`config.mk`:
```
export PLATFORM = sky130hd
export DESIGN_NAME = reimu_bullet_pool_flat
export DESIGN_NICKNAME = d
export VERILOG_FILES = /design/src/rtl/bullet_pkg.sv /design/src/rtl/reimu_bullet_pool_if.sv /design/src/rtl/bullet_slot.sv /design/src/rtl/reimu_bullet_pool.sv /design/src/flat_wrapper.sv
export SDC_FILE = /design/constraint.sdc
export NUM_CORES = 1
export LEC_CHECK = 0
export BUFFER_PORTS_ARGS = -buffer_cell sky130_fd_sc_hd__buf_2
export CAP_MARGIN = 20
export CORE_MARGIN = 2
export CORE_UTILIZATION = 45
export CTS_CLUSTER_DIAMETER = 120
export DETAILED_ROUTE_END_ITERATION = 16
export PLACE_DENSITY = 0.72
export SLEW_MARGIN = 20
export SYNTH_ARGS = -nofsm -noshare
export SYNTH_HDL_FRONTEND = slang
export SYNTH_SLANG_ARGS = --single-unit
```
`constraint.sdc`:
```
create_clock -name clk -period 5.9 [get_ports clk]
set_clock_uncertainty 0.1 [all_clocks]
set_input_delay 0 -clock clk [delete_from_list [all_inputs] [get_ports clk]]
set_output_delay 0 -clock clk [all_outputs]
set_load 0.1 [all_outputs]
```
`src/rtl/bullet_pkg.sv`:
```
// Shared types for the player bullet pool.
// Coordinates are screen pixels; a slot record is one bullet.
package bullet_pkg;
  localparam int COORD_W  = 10;
  localparam int SCREEN_W = 640;
  localparam int SCREEN_H = 480;

  typedef logic [COORD_W-1:0] coord_t;

  typedef struct packed {
    logic   valid;
    coord_t x;
    coord_t y;
  } slot_t;
endpackage

```
`src/rtl/reimu_bullet_pool_if.sv`:
```
// Game-side bundle for the bullet pool: player/boss inputs,
// packed bullet positions and hit outputs.
interface reimu_bullet_pool_if #(
  parameter int N_BULLETS = 4,
  parameter int CNT_W     = 8
);
  import bullet_pkg::*;

  logic                           tick;
  logic                           enable;
  logic                           fire;
  coord_t                         reimux;
  coord_t                         reimuy;
  coord_t                         bossx;
  coord_t                         bossy;
  logic                           boss_vuln;
  logic [COORD_W*N_BULLETS-1:0]   bullet_x;
  logic [COORD_W*N_BULLETS-1:0]   bullet_y;
  logic [N_BULLETS-1:0]           bullet_valid;
  logic                           pool_full;
  logic                           hit_pulse;
  logic [CNT_W-1:0]               hit_count;

  modport master (
    output tick, enable, fire,
    output reimux, reimuy, bossx, bossy, boss_vuln,
    input  bullet_x, bullet_y, bullet_valid,
    input  pool_full, hit_pulse, hit_count
  );

  modport slave (
    input  tick, enable, fire,
    input  reimux, reimuy, bossx, bossy, boss_vuln,
    output bullet_x, bullet_y, bullet_valid,
    output pool_full, hit_pulse, hit_count
  );
endinterface

```
`src/rtl/bullet_slot.sv`:
```
// One bullet: moves up per tick, retires at screen top or on
// boss contact; loads a fresh bullet only when it was free.
module bullet_slot
  import bullet_pkg::*;
#(
  parameter int STEP    = 8,
  parameter int BOSS_HW = 32,
  parameter int BOSS_HH = 32
) (
  input  logic   clk,
  input  logic   rst,
  input  logic   enable,
  input  logic   tick,
  input  logic   boss_vuln,
  input  coord_t bossx,
  input  coord_t bossy,
  input  logic   load,
  input  coord_t load_x,
  input  coord_t load_y,
  output logic   hit,
  output logic   free,
  output slot_t  slot
);
  localparam int DW = COORD_W + 1;

  slot_t slot_q, slot_d;
  coord_t ny;
  logic exit_top, in_box;
  logic signed [DW-1:0] dx, dy;
  logic [DW-1:0] adx, ady;

  always_comb begin
    ny       = slot_q.y - COORD_W'(STEP);
    exit_top = slot_q.y < COORD_W'(STEP);
    dx  = $signed({1'b0, slot_q.x}) - $signed({1'b0, bossx});
    dy  = $signed({1'b0, ny}) - $signed({1'b0, bossy});
    adx = dx[DW-1] ? -dx : dx;
    ady = dy[DW-1] ? -dy : dy;
    in_box = boss_vuln
          && (adx < DW'(BOSS_HW))
          && (ady < DW'(BOSS_HH));
    hit = enable && tick && slot_q.valid
       && !exit_top && in_box;

    // Retired slots zero x/y so the renderer sees 0 for free slots
    slot_d = slot_q;
    if (!enable) begin
      slot_d = '0;
    end else if (tick) begin
      if (slot_q.valid) begin
        if (exit_top || in_box) slot_d = '0;
        else                    slot_d.y = ny;
      end else if (load) begin
        slot_d = '{valid: 1'b1, x: load_x, y: load_y};
      end
    end
  end

  assign free = !slot_q.valid;
  assign slot = slot_q;

  always_ff @(posedge clk or negedge rst) begin
    if (!rst) slot_q <= '0;
    else      slot_q <= slot_d;
  end
endmodule

```
`src/rtl/reimu_bullet_pool.sv`:
```
// Pool of player bullets: lowest-free spawn with cooldown,
// saturating hit counter and packed outputs for the renderer.
module reimu_bullet_pool
  import bullet_pkg::*;
#(
  parameter int N_BULLETS  = 4,
  parameter int STEP       = 8,
  parameter int COOLDOWN   = 3,
  parameter int SPAWN_YOFF = 16,
  parameter int BOSS_HW    = 32,
  parameter int BOSS_HH    = 32,
  parameter int CNT_W      = 8
) (
  input logic clk,
  input logic rst,
  reimu_bullet_pool_if.slave bus
);
  localparam int CD_W  = (COOLDOWN < 2) ? 1 : $clog2(COOLDOWN + 1);
  localparam int PC_W  = $clog2(N_BULLETS + 1);
  localparam int SUM_W = CNT_W + PC_W;

  logic [N_BULLETS-1:0] free, hits, load, valid;
  slot_t slots [N_BULLETS];
  coord_t spawn_y;
  logic spawn;

  logic [CD_W-1:0]  cd_q, cd_d;
  logic             hit_pulse_q, hit_pulse_d;
  logic [CNT_W-1:0] hit_count_q, hit_count_d;
  logic [PC_W-1:0]  n_hits;
  logic [SUM_W-1:0] sum;

  for (genvar gi = 0; gi < N_BULLETS; gi++) begin : g_slot
    bullet_slot #(
      .STEP    (STEP),
      .BOSS_HW (BOSS_HW),
      .BOSS_HH (BOSS_HH)
    ) u_slot (
      .clk       (clk),
      .rst       (rst),
      .enable    (bus.enable),
      .tick      (bus.tick),
      .boss_vuln (bus.boss_vuln),
      .bossx     (bus.bossx),
      .bossy     (bus.bossy),
      .load      (load[gi]),
      .load_x    (bus.reimux),
      .load_y    (spawn_y),
      .hit       (hits[gi]),
      .free      (free[gi]),
      .slot      (slots[gi])
    );
  end

  always_comb begin
    spawn = bus.enable && bus.tick && bus.fire
         && (cd_q == '0) && (|free);
    // Downward scan: the lowest free index wins
    load = '0;
    for (int i = N_BULLETS - 1; i >= 0; i--) begin
      if (spawn && free[i]) begin
        load    = '0;
        load[i] = 1'b1;
      end
    end
    spawn_y = (bus.reimuy >= COORD_W'(SPAWN_YOFF))
            ? bus.reimuy - COORD_W'(SPAWN_YOFF)
            : '0;
  end

  always_comb begin
    cd_d = cd_q;
    if (!bus.enable)      cd_d = '0;
    else if (bus.tick) begin
      if (cd_q != '0)     cd_d = cd_q - CD_W'(1);
      else if (spawn)     cd_d = CD_W'(COOLDOWN);
    end
  end

  always_comb begin
    n_hits = '0;
    for (int i = 0; i < N_BULLETS; i++)
      n_hits = n_hits + PC_W'(hits[i]);
    sum = SUM_W'(hit_count_q) + SUM_W'(n_hits);
    hit_count_d = (sum > SUM_W'({CNT_W{1'b1}}))
                ? '1 : sum[CNT_W-1:0];
    hit_pulse_d = |hits;
  end

  always_ff @(posedge clk or negedge rst) begin
    if (!rst) begin
      cd_q        <= '0;
      hit_pulse_q <= 1'b0;
      hit_count_q <= '0;
    end else begin
      cd_q        <= cd_d;
      hit_pulse_q <= hit_pulse_d;
      hit_count_q <= hit_count_d;
    end
  end

  always_comb begin
    bus.bullet_x = '0;
    bus.bullet_y = '0;
    valid        = '0;
    for (int i = 0; i < N_BULLETS; i++) begin
      bus.bullet_x[COORD_W*i +: COORD_W] = slots[i].x;
      bus.bullet_y[COORD_W*i +: COORD_W] = slots[i].y;
      valid[i] = slots[i].valid;
    end
  end

  assign bus.bullet_valid = valid;
  assign bus.pool_full    = &valid;
  assign bus.hit_pulse    = hit_pulse_q;
  assign bus.hit_count    = hit_count_q;
endmodule

```
`src/flat_wrapper.sv`:
```
// flat-port wrapper written by rule: the top's interface ports become plain ports
module reimu_bullet_pool_flat import bullet_pkg::*;
#(
  parameter int N_BULLETS  = 4,
  parameter int STEP       = 8,
  parameter int COOLDOWN   = 3,
  parameter int SPAWN_YOFF = 16,
  parameter int BOSS_HW    = 32,
  parameter int BOSS_HH    = 32,
  parameter int CNT_W      = 8
)
  (clk, rst, bus_tick, bus_enable, bus_fire, bus_reimux, bus_reimuy, bus_bossx, bus_bossy, bus_boss_vuln, bus_bullet_x, bus_bullet_y, bus_bullet_valid, bus_pool_full, bus_hit_pulse, bus_hit_count);
  reimu_bullet_pool_if #(.N_BULLETS(N_BULLETS), .CNT_W(CNT_W)) bus_i ();
  input logic clk;
  input logic rst;
  input wire logic [$bits(bus_i.tick)-1:0] bus_tick;
  input wire logic [$bits(bus_i.enable)-1:0] bus_enable;
  input wire logic [$bits(bus_i.fire)-1:0] bus_fire;
  input wire logic [$bits(bus_i.reimux)-1:0] bus_reimux;
  input wire logic [$bits(bus_i.reimuy)-1:0] bus_reimuy;
  input wire logic [$bits(bus_i.bossx)-1:0] bus_bossx;
  input wire logic [$bits(bus_i.bossy)-1:0] bus_bossy;
  input wire logic [$bits(bus_i.boss_vuln)-1:0] bus_boss_vuln;
  output wire logic [$bits(bus_i.bullet_x)-1:0] bus_bullet_x;
  output wire logic [$bits(bus_i.bullet_y)-1:0] bus_bullet_y;
  output wire logic [$bits(bus_i.bullet_valid)-1:0] bus_bullet_valid;
  output wire logic [$bits(bus_i.pool_full)-1:0] bus_pool_full;
  output wire logic [$bits(bus_i.hit_pulse)-1:0] bus_hit_pulse;
  output wire logic [$bits(bus_i.hit_count)-1:0] bus_hit_count;
  assign bus_i.tick = bus_tick;
  assign bus_i.enable = bus_enable;
  assign bus_i.fire = bus_fire;
  assign bus_i.reimux = bus_reimux;
  assign bus_i.reimuy = bus_reimuy;
  assign bus_i.bossx = bus_bossx;
  assign bus_i.bossy = bus_bossy;
  assign bus_i.boss_vuln = bus_boss_vuln;
  assign bus_bullet_x = bus_i.bullet_x;
  assign bus_bullet_y = bus_i.bullet_y;
  assign bus_bullet_valid = bus_i.bullet_valid;
  assign bus_pool_full = bus_i.pool_full;
  assign bus_hit_pulse = bus_i.hit_pulse;
  assign bus_hit_count = bus_i.hit_count;
  reimu_bullet_pool #(.N_BULLETS(N_BULLETS), .STEP(STEP), .COOLDOWN(COOLDOWN), .SPAWN_YOFF(SPAWN_YOFF), .BOSS_HW(BOSS_HW), .BOSS_HH(BOSS_HH), .CNT_W(CNT_W)) u_core (.clk(clk), .rst(rst), .bus(bus_i));
endmodule
```
# Word-level counts from Yosys, hierarchy flattened
# Cells that the tools add are included.
# word_totals
register_bits,95
elab_cells,161
# classes
n_addsub,26
n_lt_le_gt_ge,14
eq_ne,10
mux,42
reduce_logical,54
# op_table
operator,n
$mux W21,16
$mux W11,12
$lt A11 B6 Y1 const B,8
$neg A11 Y11,8
$sub A10 B10 Y11,8
$mux W10,5
$lt A10 B4 Y1 const B,4
$sub A10 B4 Y10 const B,4
$logic_and A1 B1 Y1,28
$mux W4,4
$ne A3 B1 Y1 const B,5
$ne A3 B2 Y1 const B,4
$reduce_and A3 Y1,4
$gt A11 B8 Y1 const B,1
$ge A10 B5 Y1 const B,1
$reduce_and A2 Y1,5
$sub A10 B5 Y10 const B,1
$add A8 B3 Y9,1
$logic_not A1 Y1,8
$mux W2,4
$mux W8,1
$reduce_or A4 Y1,2
$add A3 B1 Y3,2
$logic_or A1 B1 Y1,4
other kinds (6),6

# Depth between registers and ports, before layout
# Gate-level depths: netlist (run 1).
# depth
ltp_word,13
ltp_mapped,25
depth_no_buf,25

# Hierarchy
# Synthesis (run 1) repeated with hierarchy kept, for this count alone.
# hier_totals
cells_unflattened,1165
hier_area_um2,9743.1
# by_module_without_submodules
mod,instances,cells_each,area_per_inst_um2,seq_area_each_um2
bullet_slot at u_core.g_slot[0].u_slot ...,2,234,2078.2,525.5
bullet_slot at u_core.g_slot[1].u_slot,1,305,2421.1,525.5
bullet_slot at u_core.g_slot[3].u_slot,1,302,2367.3,525.5
reimu_bullet_pool,1,90,798.3,275.3

# Worst setup path after synthesis (run 1)
# OpenSTA, ideal clock, no wires.
# synth_path
path_kind,register to register
start,"register u_core.g_slot[2].u_slot.slot_q, in the netlist u_core.g_slot[2].u_slot.slot[3]"
end,register u_core.hit_count_q[0] (netlist: u_core.bus.hit_count[0])
setup_time_ns,0.076
arrival_time_ns,5.490
required_ns,5.724
path_slack_ns,0.234
path_stages_with_launch,26
path_buffers,1
path_cell_list,dfrtp_1 inv_1 ha_1 nand2b_1 nor2_1 xor2_1 ha_1 clkbuf_1 a21oi_1 and2_1 a31oi_1 a211o_1 nand3_1 mux2i_1 o2111ai_2 or2_2 fa_1 inv_1 ha_1 inv_1 fa_1 inv_1 a21oi_1 nor2_1 nand3_1 nand2b_1
# synth_via
elab_chain_len,12
elab_cells_between_ends,15
# synth_rtl
element,line_no,source
"start, declared",bullet_slot.sv:26,"slot_t slot_q, slot_d;"
"start signal, assigned",bullet_slot.sv:64,else slot_q <= slot_d;
$sub A10 B4 Y10,bullet_slot.sv:33,ny = slot_q.y - COORD_W'(STEP);
$sub A10 B10 Y11,bullet_slot.sv:36,"dy = $signed({1'b0, ny}) - $signed({1'b0, bossy});"
$neg A11 Y11,bullet_slot.sv:38,ady = dy[DW-1] ? -dy : dy;
$mux W11,bullet_slot.sv:38,
$lt A11 B6 Y1,bullet_slot.sv:41,&& (ady < DW'(BOSS_HH));
$logic_and A1 B1 Y1,bullet_slot.sv:41,
$logic_and A1 B1 Y1 (*),bullet_slot.sv:43,&& !exit_top && in_box;
$add A3 B1 Y3 (*) (2 in series),reimu_bullet_pool.sv:83,n_hits = n_hits + PC_W'(hits[i]);
$add A8 B3 Y9 (*),reimu_bullet_pool.sv:84,sum = SUM_W'(hit_count_q) + SUM_W'(n_hits);
$gt A11 B8 Y1,reimu_bullet_pool.sv:85,hit_count_d = (sum > SUM_W'({CNT_W{1'b1}}))
$mux W8 (*),reimu_bullet_pool.sv:86,? '1 : sum[CNT_W-1:0];
net u_core.hit_count_d[0],reimu_bullet_pool.sv:29,"logic [CNT_W-1:0] hit_count_q, hit_count_d;"
"end signal, assigned",reimu_bullet_pool.sv:98,hit_count_q <= hit_count_d;
"end, declared",reimu_bullet_pool.sv:29,
# Mark *: on every way through the listed nets, which the timed path passes. The rest lies on a longest branch.
# A chain may end at the register's enable or synchronous reset.

# Worst setup path in the final report (run 1)
# layout_path
start,"register u_core.g_slot[0].u_slot.slot_q, in the netlist u_core.g_slot[0].u_slot.slot[3]"
end,register u_core.hit_count_q[0] (netlist: u_core.bus.hit_count[0])
# layout_via
elab_chain_len,13
elab_cells_between_ends,16
# layout_rtl
element,line_no
"start, declared",bullet_slot.sv:26
"start signal, assigned",bullet_slot.sv:64
$sub A10 B4 Y10,bullet_slot.sv:33
$sub A10 B10 Y11,bullet_slot.sv:36
$neg A11 Y11,bullet_slot.sv:38
$mux W11,bullet_slot.sv:38
$lt A11 B6 Y1,bullet_slot.sv:41
$logic_and A1 B1 Y1,bullet_slot.sv:41
$logic_and A1 B1 Y1 (*),bullet_slot.sv:43
$add A1 B1 Y2 (*),reimu_bullet_pool.sv:83
$add A3 B1 Y3 (*) (2 in series),reimu_bullet_pool.sv:83
$add A8 B3 Y9 (*),reimu_bullet_pool.sv:84
$gt A11 B8 Y1,reimu_bullet_pool.sv:85
$mux W8 (*),reimu_bullet_pool.sv:86
net u_core.hit_count_d[0],reimu_bullet_pool.sv:29
# Marked as above.

==> results of run 1 <==
cell usage in the layout, fill, tap and decap left out, drive strengths merged, types with 11 or more instances in the layout:
cell	netlist	final
o21ai	59	59
nor3	27	27
inv	77	81
a32o	13	13
a211oi	13	13
a21oi	68	68
nor4	11	11
buf	4	146
nor2	77	77
o31ai	11	11
nand2b	19	19
xnor2	23	23
a22o	41	41
o21a	18	18
dfrtp	95	95
ha	93	93
nand2	79	79
a21o	14	14
nor2b	25	25
xor2	32	32
nand3	33	33
dlygate4sd3	0	14
what timing repair did:
action                                 in CTS  in global routing
resized for setup                           0                  1
setup endpoints to repair                   0                  6
hold buffers                               14                  0
endpoints found under the hold margin      92                  0
state kept, by name (all words and copies together) (netlist names):
signal / count
u_core.g_slot.u_slot.slot: 84
u_core.bus.hit_pulse: 1
u_core.cd_q: 2
u_core.bus.hit_count: 8
layout make-up:
type / count / area share, %
inverter: 78 / 2.83
sequential: 95 / 23.0
timing repair buffer: 160 / 8.62
clock inverter: 7 / 0.605
clock buffer: 9 / 2.18
multi-input combinational: 851 / 59.6
tap: 265 / 3.21
power by group:
part / total [W] / switching (W) / internal (W)
combinational: 0.000868 / 0.000569 / 0.000299
clock: 0.000595 / 0.000299 / 0.000296
sequential: 0.000697 / 0.0000257 / 0.000671
total: 0.00216 / 0.000893 / 0.00127
critical path, stage by stage, from the launching register on:
cell       delay, ns
dfrtp_1         0.43
inv_1           0.10
ha_1            0.22
xor2_1          0.22
ha_1            0.26
a211oi_1        0.11
and2_1          0.20
a211o_1         0.33
o211a_1         0.22
nor4_1          0.42
o2111ai_1       0.14
or3_1           0.45
inv_1           0.08
ha_1            0.23
inv_1           0.08
fa_1            0.41
inv_1           0.06
ha_1            0.15
inv_1           0.05
fa_1            0.39
inv_1           0.07
a21oi_1         0.11
nor2_1          0.16
nand3_1         0.21
nand2b_1        0.13
layer usage:
layer / global-route usage (%) / wire (um) / vias up
li1: - / - / 4223
met1: 35.5 / 12200 / 4240
met2: 42.3 / 12600 / 324
met3: 4.44 / 1740 / 62
met4: 10.5 / 997 / 0
met5: 0 / 0 / -
kinds of logic after synthesis:
family | after synthesis | synth area share [%]
xor gates and xnor gates | 55 | 5.40
buffers and inverters | 102 | 4.38
adders and majority gates | 103 | 15.3
DFF | 95 | 26.7
and+or+nand+nor | 338 | 19.2
muxes | 10 | 1.14
AOI/OAI and AO/OA | 345 | 28.0
stage by stage:
| step | power [W] | cells |
|---|---|---|
| finish | 0.00216 | 1465 |
| global route | 0.00227 | 1465 |
| CTS | 0.00215 | 1465 |
| detailed placement | 0.00155 | 1435 |
| global placement | 0.00155 | 1435 |
| floorplan | 0.00135 | 1048 |
path summary, 6_finish.rpt:
check                                                        startpoint                                      endpoint  slack, ns  cells past startpoint
max in group asynchronous                                           rst  u_core.g_slot[0].u_slot.slot[18]$_DFFE_PN0P_       4.49                      3
min in group asynchronous                                           rst   u_core.g_slot[1].u_slot.slot[7]$_DFFE_PN0P_       0.10                      2
min reg2reg                u_core.g_slot[1].u_slot.slot[10]$_DFFE_PN0P_  u_core.g_slot[1].u_slot.slot[10]$_DFFE_PN0P_       0.43                      1
max reg2reg                 u_core.g_slot[0].u_slot.slot[3]$_DFFE_PN0P_             u_core.bus.hit_count[0]$_DFF_PN0_       0.51                     24
max                         u_core.g_slot[0].u_slot.slot[3]$_DFFE_PN0P_             u_core.bus.hit_count[0]$_DFF_PN0_       0.51                     24
min                                                       bus_reimuy[9]   u_core.g_slot[3].u_slot.slot[1]$_DFFE_PN0P_       0.07                      3
==> flow_summary.json, run 1 <==
{
  "p_leak_nw": 5.00,
  "synth_top_area_share_pct": 26.7,
  "min_period_over_period_pct": 91.3,
  "yosysMostFrequentCell": "dfrtp_1",
  "first_iter_violations": 673,
  "avgSynthCellArea_um2": 8.51,
  "post_cts_buffers": 0,
  "dpl.hpwl_um": 21400,
  "clock_path_buffers": 2,
  "synth_common_cells": "dfrtp_1, ha_1, nand2_1",
  "grt_max_degree": 52,
  "seq_area_um2": 2380,
  "globalRouteOverflowTotal": 0,
  "row_count": 51,
  "synth-seq-cells": 95,
  "end_kind": "flip-flop",
  "cp.required_ns": 6.10,
  "ys_async_sr_fraction_pct": 100,
  "peakVddDrop_v": 0.000127,
  "pin_count": 140,
  "io_buffers": 139,
  "multi_input_area_um2": 6150,
  "core_area_um2": 19500,
  "ant_nets": 0,
  "fin_crit_ns": 5.39,
  "cts-buffers-inserted": 9,
  "slew_headroom_pct": 29.9,
  "clk_latency_ns": 0.36,
  "finalSetupTns_ns": 0,
  "whs_ns": 0.0698,
  "drt-wirelength-per-cell_um": 18.8,
  "maxCapViolations": 0,
  "place_congestion": 0.912,
  "setup_ws_ns": 0.511,
  "ys.flop_type": "dfrtp_1",
  "yosys-top-cells-area": "dfrtp_1, ha_1, a22o_1, a21oi_1, nand2_1",
  "grt_pass1_wl_um": 42800,
  "power_per_cell_area_nw_per_um2": 209,
  "initial_core_util_pct": 45.8,
  "drive_gt1_share_pct": 16.0,
  "finalSetupViolCount": 0,
  "synth_nets": 1197,
  "fillers": 1843,
  "viasPerCell": 6.04,
  "postPlaceCellArea_um2": 9900,
  "grt_use_total_pct": 26.4,
  "status": "finished, final reports clean",
  "hold_viol": 0,
  "synthCells": 1048,
  "holdCritPathClass": "input pin to flip-flop",
  "diodes": 0,
  "grt_antenna_before_repair": 0,
  "ys_seq_area_share_pct": 26.7,
  "cts_root_buf": "clkbuf_16",
  "criticalPathCategory": "flip-flop to flip-flop",
  "area_growth_pct": 15.9,
  "htree_levels": 3,
  "arrival_ns": 5.59,
  "synth_edf_count": 0,
  "route.detailed.drc": 0,
  "pre_cts_ws_ns": 0.485,
  "routed_wirelength_um": 27500,
  "ys_types": 76,
  "grt_pass1_vias": 8221,
  "final_nets": 1344,
  "syn-cell-area_um2": 8910,
  "tritoncts": "built",
  "ys_warn_count": 0,
  "cp_max_fo": 6,
  "synth_top_area_cell": "dfrtp_1",
  "cts_sinks": 95,
  "cp-start-kind": "flip-flop",
  "fmax_mhz": 186,
  "route.vias.total": 8849,
  "firstDrtPassIters": 5,
  "post-route-util_pct": 53.1,
  "report.final.slew_viol_count": 0,
  "rsz0062_at_grt": "false",
  "die_h_um": 145,
  "design_area_um2": 10300,
  "worst_slew_pin_slew_ns": 1.05,
  "die_x_um": 145,
  "die-area_um2": 21000,
  "clkSlewWorstSetupHoldPaths_ns": 0.08
}
No activity file was read; power rests on OpenSTA's default activity.
==> inputs of run 2 (changes only) <==
==> constraint.sdc (replaced) <==
create_clock -name clk -period 5.71 [get_ports clk]
set_clock_uncertainty 0.1 [all_clocks]
set_input_delay 0 -clock clk [delete_from_list [all_inputs] [get_ports clk]]
set_output_delay 0 -clock clk [all_outputs]
set_load 0.1 [all_outputs]
==> run 2 against run 1 <==
Wire length up 0.75%. Highest routed layer unchanged. Count of clock-buffer cells in the layout unchanged. Total power grew 3.7%. Core utilization increased by 0.11 points. Clock power increased by 3%. Worst setup slack lost 0.11 ns. Critical path type unchanged. Sequential share of layout area about the same. Hold slack worse by 0.018 ns.
==> flow_summary.json, run 2 (same netlist as run 1, synthesis figures left out) <==
{
  "status": "finished, final reports clean",
  "whs_ns": 0.0517,
  "area_growth_pct": 16.2,
  "peakVddDrop_v": 0.000163,
  "cts-buffers-inserted": 9,
  "initial_core_util_pct": 45.8,
  "row_count": 51,
  "path_cells": "nor3_1, xor2_1, ha_1, a211oi_1, and2_1, a211o_1, o211a_1, nor4_2, o2111ai_1, or3_1, inv_1, ha_1, inv_1, fa_1, inv_1, ha_1, inv_1, fa_1, inv_1, a21oi_1, nor2_1, nand3_1, nand2_1",
  "maxCapViolations": 0,
  "fillers": 1862,
  "power_per_cell_area_nw_per_um2": 216,
  "worst_slew_pin_slew_ns": 0.987,
  "cpMaxStageDelayCell": "dfrtp_1",
  "cp_max_fo": 6,
  "die_x_um": 145,
  "tritoncts": "built",
  "hold_viol": 0,
  "diodes": 0,
  "firstDrtPassIters": 5,
  "crit_top_cell": "inv_1",
  "pre_cts_ws_ns": 0.310,
  "design_area_um2": 10400,
  "holdCritPathClass": "input pin to flip-flop",
  "place_congestion": 0.914,
  "cts_root_buf": "clkbuf_16",
  "final_common_cell": "buf_2",
  "cp.required_ns": 5.91,
  "crit_path_max_incr_delay_ns": 0.45,
  "die-area_um2": 21000,
  "grt_use_total_pct": 26.4,
  "htree_levels": 3,
  "grt_max_degree": 52,
  "routed_wirelength_um": 27800,
  "grt_pass1_vias": 8136,
  "largest_reg_flops": 84,
  "arrival_ns": 5.51,
  "drt-wirelength-per-cell_um": 18.9,
  "final_nets": 1346,
  "grt_pass1_wl_um": 42800,
  "grt_antenna_before_repair": 0,
  "io_buffers": 139,
  "viasPerCell": 6.06,
  "fmax_mhz": 188,
  "min_period_over_period_pct": 93.0,
  "finalSetupViolCount": 0,
  "clk_latency_ns": 0.37,
  "layout_common_cells": "buf_2, dfrtp_1, ha_1",
  "pin_count": 140,
  "end_kind": "flip-flop",
  "postPlaceCellArea_um2": 9910,
  "report.final.slew_viol_count": 0,
  "die_h_um": 145,
  "dpl.hpwl_um": 21400,
  "clkSlewWorstSetupHoldPaths_ns": 0.07,
  "first_iter_violations": 780,
  "post-route-util_pct": 53.2,
  "p_leak_nw": 5.01,
  "route.vias.total": 8891,
  "crit_family": "simple AND/OR/NAND/NOR gates",
  "drive_gt1_share_pct": 16.3,
  "globalRouteOverflowTotal": 0,
  "clock_path_buffers": 2,
  "core_area_um2": 19500,
  "setup_ws_ns": 0.399,
  "ant_nets": 0,
  "route.detailed.drc": 0,
  "cts_sinks": 95,
  "multi_input_area_um2": 6170,
  "fin_crit_ns": 5.31,
  "finalSetupTns_ns": 0,
  "slew_headroom_pct": 34.0,
  "path_buf_inv": 5,
  "seq_area_um2": 2380,
  "cp-start-kind": "flip-flop",
  "criticalPathCategory": "flip-flop to flip-flop"
}
-- run 2: worst paths after layout --
| check | cells after the start | to | startpoint | slack [ns] |
|---|---|---|---|---|
| min in group asynchronous | 2 | u_core.g_slot[1].u_slot.slot[7]$_DFFE_PN0P_ | rst | 0.09 |
| worst max register to register | 23 | u_core.bus.hit_count[1]$_DFF_PN0_ | u_core.g_slot[0].u_slot.slot[5]$_DFFE_PN0P_ | 0.40 |
| worst min register to register | 1 | u_core.bus.hit_count[6]$_DFF_PN0_ | u_core.bus.hit_count[6]$_DFF_PN0_ | 0.42 |
| max in group asynchronous | 3 | u_core.g_slot[1].u_slot.slot[11]$_DFFE_PN0P_ | rst | 4.29 |
| worst min-delay path | 3 | u_core.g_slot[0].u_slot.slot[20]$_DFFE_PN0P_ | bus_enable | 0.05 |
| worst max-delay path | 23 | u_core.bus.hit_count[1]$_DFF_PN0_ | u_core.g_slot[0].u_slot.slot[5]$_DFFE_PN0P_ | 0.40 |
-- run 2: power by group --
group / internal [W] / leakage (nW) / total (W) / switching (W)
clock network: 0.000302 / 0.137 / 0.000612 / 0.000310
logic: 0.000311 / 3.56 / 0.000909 / 0.000598
registers: 0.000694 / 1.31 / 0.000720 / 0.0000266
total: 0.00131 / 5.01 / 0.00224 / 0.000934
-- run 2: through the flow --
step           total power [W]  instances
6_report               0.00224       1467
5_1_grt                0.00235       1467
4_1_cts                0.00222       1466
3_5_place_dp           0.00160       1436
3_3_place_gp           0.00160       1436
2_1_floorplan          0.00139       1048
-- run 2: metal layers --
| layer | routed length (um) | track usage [%] |
|---|---|---|
| met3 | 1610 | 3.39 |
| met2 | 12800 | 42.3 |
| met5 | 0 | 0 |
| met1 | 12500 | 36.2 |
| met4 | 870 | 10.7 |
-- run 2: worst register-to-register path: stages, from the launching register on --
cell       delay [ns]
dfrtp_1          0.45
nor3_1           0.24
xor2_1           0.13
ha_1             0.40
a211oi_1         0.12
and2_1           0.20
a211o_1          0.33
o211a_1          0.23
nor4_2           0.34
o2111ai_1        0.14
or3_1            0.45
inv_1            0.08
ha_1             0.22
inv_1            0.09
fa_1             0.41
inv_1            0.06
ha_1             0.15
inv_1            0.06
fa_1             0.40
inv_1            0.07
a21oi_1          0.10
nor2_1           0.16
nand3_1          0.20
nand2_1          0.12
-- run 2: timing repair --
action	in CTS	in global routing
setup endpoints to repair	0	6
endpoints found under the hold margin	92	0
hold buffers	14	0
resized for setup	0	3
setup buffers	0	1
-- run 2: cell type report --
cell class / instances / share of cell area (%)
clock inverters: 7 / 0.544
inverters: 78 / 2.83
multi-input cells: 851 / 59.6
well taps: 265 / 3.20
clock buffers: 9 / 2.17
flip-flops and latches: 95 / 23.0
repair buffers: 162 / 8.75
==> inputs of run 3 (changes only) <==
--- a/config.mk
+++ b/config.mk
@@ -7,7 +7,6 @@
 export LEC_CHECK = 0
 export BUFFER_PORTS_ARGS = -buffer_cell sky130_fd_sc_hd__buf_2
 export CAP_MARGIN = 20
-export CORE_MARGIN = 2
 export CORE_UTILIZATION = 45
 export CTS_CLUSTER_DIAMETER = 120
 export DETAILED_ROUTE_END_ITERATION = 16
==> run 3 against run 2 <==
Via count is 0.94% lower. Sequential share of layout area hardly changed. Total power is 0.42% lower. Wire length is 1.1% lower. Final cell count hardly changed. Global-route usage is 1.2 points higher. Critical path depth is 1 higher. Non-clock buffer count is 1 lower. Worst setup slack worse by 0.042 ns. Fmax is 0.78% lower. Critical path type unchanged. Critical endpoint is now u_core.bus.hit_count[0]$_DFF_PN0_. Largest cell class unchanged.
==> flow_summary.json, run 3 (same netlist as run 1, synthesis figures left out) <==
{
  "largest_reg_flops": 84,
  "cts_root_buf": "clkbuf_16",
  "drive_gt1_share_pct": 16.2,
  "finalSetupTns_ns": 0,
  "place_congestion": 0.956,
  "grt_use_total_pct": 27.6,
  "viasPerCell": 6.01,
  "end_kind": "flip-flop",
  "crit_top_cell": "inv_1",
  "cp-start-kind": "flip-flop",
  "row_count": 51,
  "clock_path_buffers": 2,
  "grt_pass1_vias": 8212,
  "layout_common_cells": "buf_2, dfrtp_1, ha_1",
  "crit_path_max_incr_delay_ns": 0.46,
  "maxCapViolations": 0,
  "fin_crit_ns": 5.35,
  "criticalPathCategory": "flip-flop to flip-flop",
  "die-area_um2": 20400,
  "crit_family": "adder cells",
  "slew_headroom_pct": 32.9,
  "cts-buffers-inserted": 9,
  "holdCritPathClass": "input pin to asynchronous set/reset pin",
  "post-route-util_pct": 53.2,
  "route.vias.total": 8807,
  "dpl.hpwl_um": 21200,
  "arrival_ns": 5.55,
  "status": "finished, final reports clean",
  "ant_nets": 0,
  "htree_levels": 3,
  "path_buf_inv": 6,
  "post_cts_buffers": 0,
  "cp_max_fo": 6,
  "peakVddDrop_v": 0.000144,
  "pin_count": 140,
  "clk_latency_ns": 0.36,
  "cpMaxStageDelayCell": "or3_1",
  "die_x_um": 143,
  "fin_cells": 1466,
  "fmax_mhz": 187,
  "report.final.slew_viol_count": 0,
  "io_buffers": 139,
  "worst_slew_pin_slew_ns": 1.00,
  "fillers": 1848,
  "seq_area_um2": 2380,
  "route.detailed.drc": 0,
  "p_leak_nw": 5.00,
  "drt-wirelength-per-cell_um": 18.7,
  "firstDrtPassIters": 5,
  "first_iter_violations": 809,
  "power_per_cell_area_nw_per_um2": 215,
  "cp.required_ns": 5.90,
  "routed_wirelength_um": 27500,
  "tritoncts": "built",
  "final_nets": 1345,
  "cts_sinks": 95,
  "grt_pass1_wl_um": 43400,
  "finalSetupViolCount": 0,
  "dp.cells": 1435,
  "path_cells": "inv_1, ha_1, xor2_1, ha_1, a211oi_1, and2_1, a211o_1, o211a_1, nor4_1, o2111ai_1, or3_1, inv_1, ha_1, inv_1, fa_1, inv_1, ha_1, inv_1, fa_1, inv_1, a21oi_1, nor2_1, nand3_2, nand2b_1",
  "core_area_um2": 19500,
  "grt_max_degree": 62,
  "hold_viol": 0,
  "grt_antenna_before_repair": 1,
  "initial_core_util_pct": 45.8,
  "min_period_over_period_pct": 93.7,
  "area_growth_pct": 16.3,
  "multi_input_area_um2": 6180,
  "clkSlewWorstSetupHoldPaths_ns": 0.07,
  "final_common_cell": "buf_2",
  "die_h_um": 143,
  "globalRouteOverflowTotal": 0
}
[run 3: cell types whose count changed in the layout (fill, tap and decap cells not counted), moves of 2 or more]
cell / change
a21oi_2: +2
nor4_1: +2
clkbuf_1: +2
inv_6: -3
clkinv_4: -2
a21oi_1: -2
nor4_2: -2
[run 3: path summary, 6_finish.rpt]
kind | startpoint | to | slack [ns] | cells after the start
worst max-delay path | u_core.g_slot[0].u_slot.slot[3]$_DFFE_PN0P_ | u_core.bus.hit_count[0]$_DFF_PN0_ | 0.36 | 24
worst min-delay path | rst | u_core.g_slot[1].u_slot.slot[8]$_DFFE_PN0P_ | 0.06 | 2
worst max register to register | u_core.g_slot[0].u_slot.slot[3]$_DFFE_PN0P_ | u_core.bus.hit_count[0]$_DFF_PN0_ | 0.36 | 24
worst min register to register | u_core.g_slot[0].u_slot.slot[0]$_DFFE_PN0P_ | u_core.g_slot[0].u_slot.slot[0]$_DFFE_PN0P_ | 0.43 | 1
max in group asynchronous | rst | u_core.g_slot[3].u_slot.slot[16]$_DFFE_PN0P_ | 4.24 | 3
min in group clk | bus_enable | u_core.g_slot[0].u_slot.slot[20]$_DFFE_PN0P_ | 0.06 | 3
[run 3: per-stage QoR]
stage               instance area, um^2  hold WS, ns  setup slack, ns  total power [W]
finish                            10400       0.0551            0.357          0.00223
detailed placement                 9900      -0.0999            0.298          0.00160
CTS                               10300       0.0636            0.280          0.00222
global route                      10400       0.0950         -0.00287          0.00234
floorplan                          8910       -0.396           0.0436          0.00139
global placement                   9900       -0.112            0.443          0.00160
[run 3: routing by layer]
metal | vias up | GRT usage [%] | part of all wire (%)
met5 | - | 0 | 0
met3 | 42 | 3.32 | 6.4
li1 | 4226 | - | -
met4 | 0 | 9.90 | 2.5
met2 | 316 | 45.8 | 47
met1 | 4223 | 36.8 | 44
[run 3: cell type report]
type,instances,share of cell area [%]
Antenna cell,1,0.0241
Clock buffer,11,2.25
Clock inverter,4,0.459
Inverter,78,2.83
Multi-Input combinational cell,851,59.6
Sequential cell,95,22.9
Tap cell,265,3.20
Timing Repair Buffer,161,8.67
[run 3: what timing repair did]
action                                  CTS  global route
hold buffers                             14             0
hold endpoints to repair                 80             0
endpoints found under the setup margin    0             8
gates resized for setup                   0             7
[run 3: power breakdown]
| group | leakage, nW | internal (W) | switching (W) |
|---|---|---|---|
| clock | 0.135 | 0.000337 | 0.000273 |
| sequential | 1.31 | 0.000694 | 0.0000266 |
| combinational | 3.55 | 0.000310 | 0.000591 |
